<file path="src/rtl/shift_round_saturate.sv">
// shift_round_saturate
//   Two-stage requantizer that sits directly after the arithmetic shifter.
//   Stage 1 drops FRAC_BITS LSBs with round-half-up. Stage 2 saturates the
//   result to a signed DATA_WIDTH_OUT word. Both sides use a valid/ready
//   handshake, and the two sides may stall independently.
//
//   Optional feature: define SHIFT_SAT_COUNT_EN to add the sat_count port.
//   sat_count is a 16-bit count of saturating output transfers. It sticks at
//   16'hFFFF instead of wrapping.
//
// Ports
//   clk        in   rising-edge clock
//   rst        in   synchronous active-high reset
//   in_data    in   signed shifter result [DATA_WIDTH_IN]
//   in_valid   in   in_data valid
//   in_ready   out  block accepts in_data this cycle
//   out_data   out  rounded, saturated result (registered) [DATA_WIDTH_OUT]
//   out_sat    out  out_data was clipped (registered)
//   out_valid  out  out_data/out_sat valid
//   out_ready  in   downstream accepts this cycle
//   sat_count  out  saturation event count (SHIFT_SAT_COUNT_EN only)
module shift_round_saturate #(
    parameter int unsigned DATA_WIDTH_IN  = 24,
    parameter int unsigned FRAC_BITS      = 4,
    parameter int unsigned DATA_WIDTH_OUT = 8
) (
    input  logic                      clk,
    input  logic                      rst,
    input  logic [DATA_WIDTH_IN-1:0]  in_data,
    input  logic                      in_valid,
    output logic                      in_ready,
    output logic [DATA_WIDTH_OUT-1:0] out_data,
    output logic                      out_sat,
    output logic                      out_valid,
    input  logic                      out_ready
`ifdef SHIFT_SAT_COUNT_EN
    ,
    output logic [15:0]               sat_count
`endif
);

    localparam int unsigned S1W    = DATA_WIDTH_IN + 1 - FRAC_BITS;
    localparam int unsigned HIW    = S1W - DATA_WIDTH_OUT + 1;
    localparam int unsigned RND_SH = (FRAC_BITS > 0) ? FRAC_BITS - 1 : 0;
    localparam logic [DATA_WIDTH_IN:0] RND =
        (FRAC_BITS > 0) ? ((DATA_WIDTH_IN + 1)'(1) << RND_SH) : '0;
    localparam logic [DATA_WIDTH_OUT-1:0] OUT_MAX = {1'b0, {(DATA_WIDTH_OUT - 1){1'b1}}};
    localparam logic [DATA_WIDTH_OUT-1:0] OUT_MIN = {1'b1, {(DATA_WIDTH_OUT - 1){1'b0}}};

    // Stage 1 registers
    logic [S1W-1:0]            r_s1_data;
    logic                      r_s1_valid;
    // Stage 2 registers
    logic [DATA_WIDTH_OUT-1:0] r_out_data;
    logic                      r_out_sat;
    logic                      r_out_valid;

    logic                      w_s2_adv;
    logic                      w_in_fire;
    logic [DATA_WIDTH_IN:0]    w_sum;
    logic [S1W-1:0]            w_s1_next;
    logic [HIW-1:0]            w_hi;
    logic                      w_pos_ovf;
    logic                      w_neg_ovf;
    logic [DATA_WIDTH_OUT-1:0] w_sat_data;
    logic                      w_sat_flag;

    // Handshake
    assign w_s2_adv  = !r_out_valid || out_ready;
    assign in_ready  = !r_s1_valid || w_s2_adv;
    assign w_in_fire = in_valid && in_ready;

    // Round: sign-extend by one bit so adding the half-LSB never wraps. Taking the
    // top bits of the sum is the same as an arithmetic right shift by FRAC_BITS.
    assign w_sum     = {in_data[DATA_WIDTH_IN-1], in_data} + RND;
    assign w_s1_next = w_sum[DATA_WIDTH_IN:FRAC_BITS];

    if (FRAC_BITS > 0) begin : g_frac_unused
        logic w_unused_frac;
        assign w_unused_frac = ^w_sum[FRAC_BITS-1:0];
    end

    // Saturate: the value fits when every bit from the output sign bit upward
    // agrees. A positive sign with any upper one set is overflow; a negative
    // sign with any upper zero set is underflow.
    assign w_hi      = r_s1_data[S1W-1:DATA_WIDTH_OUT-1];
    assign w_pos_ovf = !w_hi[HIW-1] && (|w_hi);
    assign w_neg_ovf = w_hi[HIW-1] && !(&w_hi);

    always_comb begin
        w_sat_data = r_s1_data[DATA_WIDTH_OUT-1:0];
        w_sat_flag = 1'b0;
        if (w_pos_ovf) begin
            w_sat_data = OUT_MAX;
            w_sat_flag = 1'b1;
        end else if (w_neg_ovf) begin
            w_sat_data = OUT_MIN;
            w_sat_flag = 1'b1;
        end
    end

    always_ff @(posedge clk) begin
        if (rst) begin
            r_s1_data  <= '0;
            r_s1_valid <= 1'b0;
        end else begin
            if (w_in_fire) begin
                r_s1_data  <= w_s1_next;
                r_s1_valid <= 1'b1;
            end else if (w_s2_adv) begin
                // Stage 1 content has moved into stage 2, or stage 1 was already empty.
                r_s1_valid <= 1'b0;
            end
        end
    end

    always_ff @(posedge clk) begin
        if (rst) begin
            r_out_data  <= '0;
            r_out_sat   <= 1'b0;
            r_out_valid <= 1'b0;
        end else if (w_s2_adv) begin
            r_out_valid <= r_s1_valid;
            if (r_s1_valid) begin
                r_out_data <= w_sat_data;
                r_out_sat  <= w_sat_flag;
            end
        end
    end

    assign out_data  = r_out_data;
    assign out_sat   = r_out_sat;
    assign out_valid = r_out_valid;

`ifdef SHIFT_SAT_COUNT_EN
    logic [15:0] r_sat_count;

    always_ff @(posedge clk) begin
        if (rst) begin
            r_sat_count <= '0;
        end else if (r_out_valid && out_ready && r_out_sat && (r_sat_count != 16'hFFFF)) begin
            r_sat_count <= r_sat_count + 16'd1;
        end
    end

    assign sat_count = r_sat_count;
`endif

endmodule

</file>
<file path="config.mk">
export PLATFORM = sky130hd
export DESIGN_NAME = shift_round_saturate
export DESIGN_NICKNAME = d
export VERILOG_FILES = /design/src/rtl/shift_round_saturate.sv
export SDC_FILE = /design/constraint.sdc
export NUM_CORES = 1
export LEC_CHECK = 0
export ABC_AREA = 0
export CORE_UTILIZATION = 46
export CTS_BUF_LIST = sky130_fd_sc_hd__clkbuf_8
export DETAILED_ROUTE_END_ITERATION = 10
export PLACE_DENSITY = 0.78
export SYNTH_ARGS = -nofsm -noshare
export SYNTH_HDL_FRONTEND = slang
export SYNTH_SLANG_ARGS = --single-unit
</file>
<file path="constraint.sdc">
create_clock -name clk -period 1.45 [get_ports clk]
set_input_delay 0.29 -clock clk [delete_from_list [all_inputs] [get_ports clk]]
set_output_delay 0.29 -clock clk [all_outputs]
set_load 0.005 [all_outputs]
</file>
==> flow_summary.toml <==
[run_status]
run_status = "finished clean"

[setup_path]
arrival_ps = 1630
reg2reg_to = "out_data[5]"
ff2ff_path_depth = 5
cp-end-kind = "flip-flop"
reg2reg_setup_slack_ps = 20
startpoint_type = "primary input"
critical_path_class = "in -> reg"
crit_fanout = 4
timing.rr.start = "r_s1_data[8]"
required_ps = 1650

[sta]
setup_viol = 0
hold_violations = 0
fin_crit_sh_pct = 99.0
slew_viol_final = 0
tightestPinTransition_ps = 301
fmax_mhz = 697
slew_headroom_pct = 79.7
min_period_ps = 1430
finClkSkew_ps = 4.41

[global_routing]
grt_usage_pct = 24.6
grt_pass1_vias = 1548
overflow = 0
antenna_found_initial = 0
grt_start_max_net_pins = 42
grt_pass1_wl_mm = 6.64

[yosys]
ys_seq_area_share_pct = 40.8
ys_warn_count = 0
syn-num-nets = 214
synth_top_area_share_pct = 40.8
synth_cell_types = 33
synth.area.top_cells = "dfxtp_1 (41%), a211oi_1 (9.1%), nor2_1 (7.2%)"
ys_ff_latch = 32
syn_avg_cell_area_um2 = 8.48
yosys.area.top_type = "dfxtp_1"
syn_area_mm2 = 0.00157
synth_cells = 185

[cts]
htree_levels = 2
clkLatencyLatePin_ps = 290
numCtsBuffers = 5
clock-sinks = 32
ctsRootBufferMaster = "clkbuf_8"
clk_pin_slew_worst_paths_ps = 60
clockBufferDepth = 2
cts_tree = "yes"

[pwr]
finalPower_w = 0.00211
p_leak_nw = 0.964
power_density_mw_per_mm2 = 875
vdd.ir_drop.worst_mv = 0.384

[place]
port_buffers = 35
placed_area_mm2 = 0.00219
dp.cells = 284
routabilityCongestion = 0.898
dpl.hpwl_mm = 2.90

[layout]
post-route-util_pct = 76.4
final_cell_mix = "buf_4 (35), nor2_1 (30), dfxtp_1 (23)"
multi_input_area_um2 = 923
final_common_cell = "buf_4"
diodes = 0
final_nets = 283
layout.area.seq_um2 = 652
area_growth_pct = 53.6
fin_area_mm2 = 0.00241
fill_cells = 232
stdcell_count = 299
drive_gt1_share_pct = 28.2

[drt]
antenna_left = 0
wl_per_cell_um = 14.9
drt-vias-per-instance = 5.70
wl_mm = 4.45
firstDrtPassIters = 4
num_vias = 1703
drc = 0
drt_iter0_drc = 48

[flow_run]
drv_cap = 0

[floorplanning]
io_pins = 39
dieArea_mm2 = 0.00365
coreArea_mm2 = 0.00315
fp.dieH_um = 60.4
start_util_pct = 49.8
die_x_um = 60.4
rows = 20

[min_path]
hp-start = "r_s1_valid"
holdPathStages = 2
min_to = "out_valid"
hp-class = "reg -> reg"
## worst max-delay path by stage
stage                     to  slack [ps]  cells after the start          from
2_1_floorplan  r_s1_data[17]        -120                      5    in_data[5]
3_3_place_gp   r_s1_data[15]        -610                      6    in_data[5]
3_5_place_dp   r_s1_data[15]        -680                      6    in_data[7]
4_1_cts          out_data[0]          10                      4  r_s1_data[9]
5_1_grt          out_data[5]         -40                      5  r_s1_data[8]
6_report       r_s1_data[19]          20                      4   in_data[21]
## Yosys cell counts (all sizes together)
cell type	instances
ha	1
xor2	9
mux2i	2
nand3b	1
nor3	1
nand2b	2
and4	3
or3	7
o41ai	1
nor2	30
nand2	13
nor4	2
o21ai	7
xnor2	2
nor2b	1
o211ai	1
a311oi	8
or4	1
nand3	7
clkbuf	8
and3	1
dfxtp	32
buf	4
inv	3
a41oi	1
and2	5
a21oi	3
a211oi	19
o31ai	1
nand4	9
## state kept, by name (all words and copies together) (netlist names)
signal      flops
r_s1_data      21
out_sat         1
out_data        8
out_valid       1
r_s1_valid      1
## kinds of logic (layout without fill, tap and decap cells)
logic type | Yosys count | after routing | share of synthesized area, %
fa+ha+maj | 1 | 1 | 0.797
flops | 32 | 32 | 40.8
compound gates | 41 | 41 | 19.3
buf+inv | 15 | 85 | 4.07
mux | 2 | 2 | 1.28
xor+xnor | 11 | 11 | 6.14
simple gates | 83 | 83 | 27.6
## worst max-delay path, cell delays in order
cell and delay (ps):
clkdlybuf4s50_1 570, nand4_1 170, or3_1 400, a311oi_2 200
## timing repair
item | in CTS | in global routing
cloned | 0 | 1
hold buffers | 0 | 0
gates resized for setup | 28 | 27
buffers inserted | 4 | 2
pin swaps | 11 | 13
setup endpoints to repair | 24 | 26
## layout make-up
| cell class | instances | share of cell area [%] |
|---|---|---|
| clock inverters | 2 | 0.467 |
| multi-input cells | 138 | 38.3 |
| inverters | 3 | 0.467 |
| clock buffers | 6 | 3.43 |
| flip-flops and latches | 32 | 27.1 |
| repair buffers | 74 | 28.0 |
| well taps | 44 | 2.28 |
## stage by stage
step / TNS (ps) / setup WS (ps) / hold WS [ps]
5_1_grt: -97.7 / -36.5 / 496
6_report: 0 / 15.0 / 468
3_5_place_dp: -12390 / -681 / 465
2_1_floorplan: -119 / -119 / 362
4_1_cts: 0 / 13.3 / 471
3_3_place_gp: -10710 / -608 / 445
## metal layers
layer | vias up | global-route usage, % | share of wire (%)
li1 | 822 | - | -
met3 | 13 | 5.12 | 6.2
met1 | 804 | 28.4 | 41
met4 | 0 | 10.6 | 2.4
met2 | 64 | 43.8 | 51
met5 | - | 0 | 0
## power by group
group	total, W	switching, W	internal (W)
Combinational	0.000406	0.000186	0.000220
Sequential	0.000993	0.0000450	0.000948
Clock	0.000710	0.000331	0.000378
(Power assumes the default switching activity.)
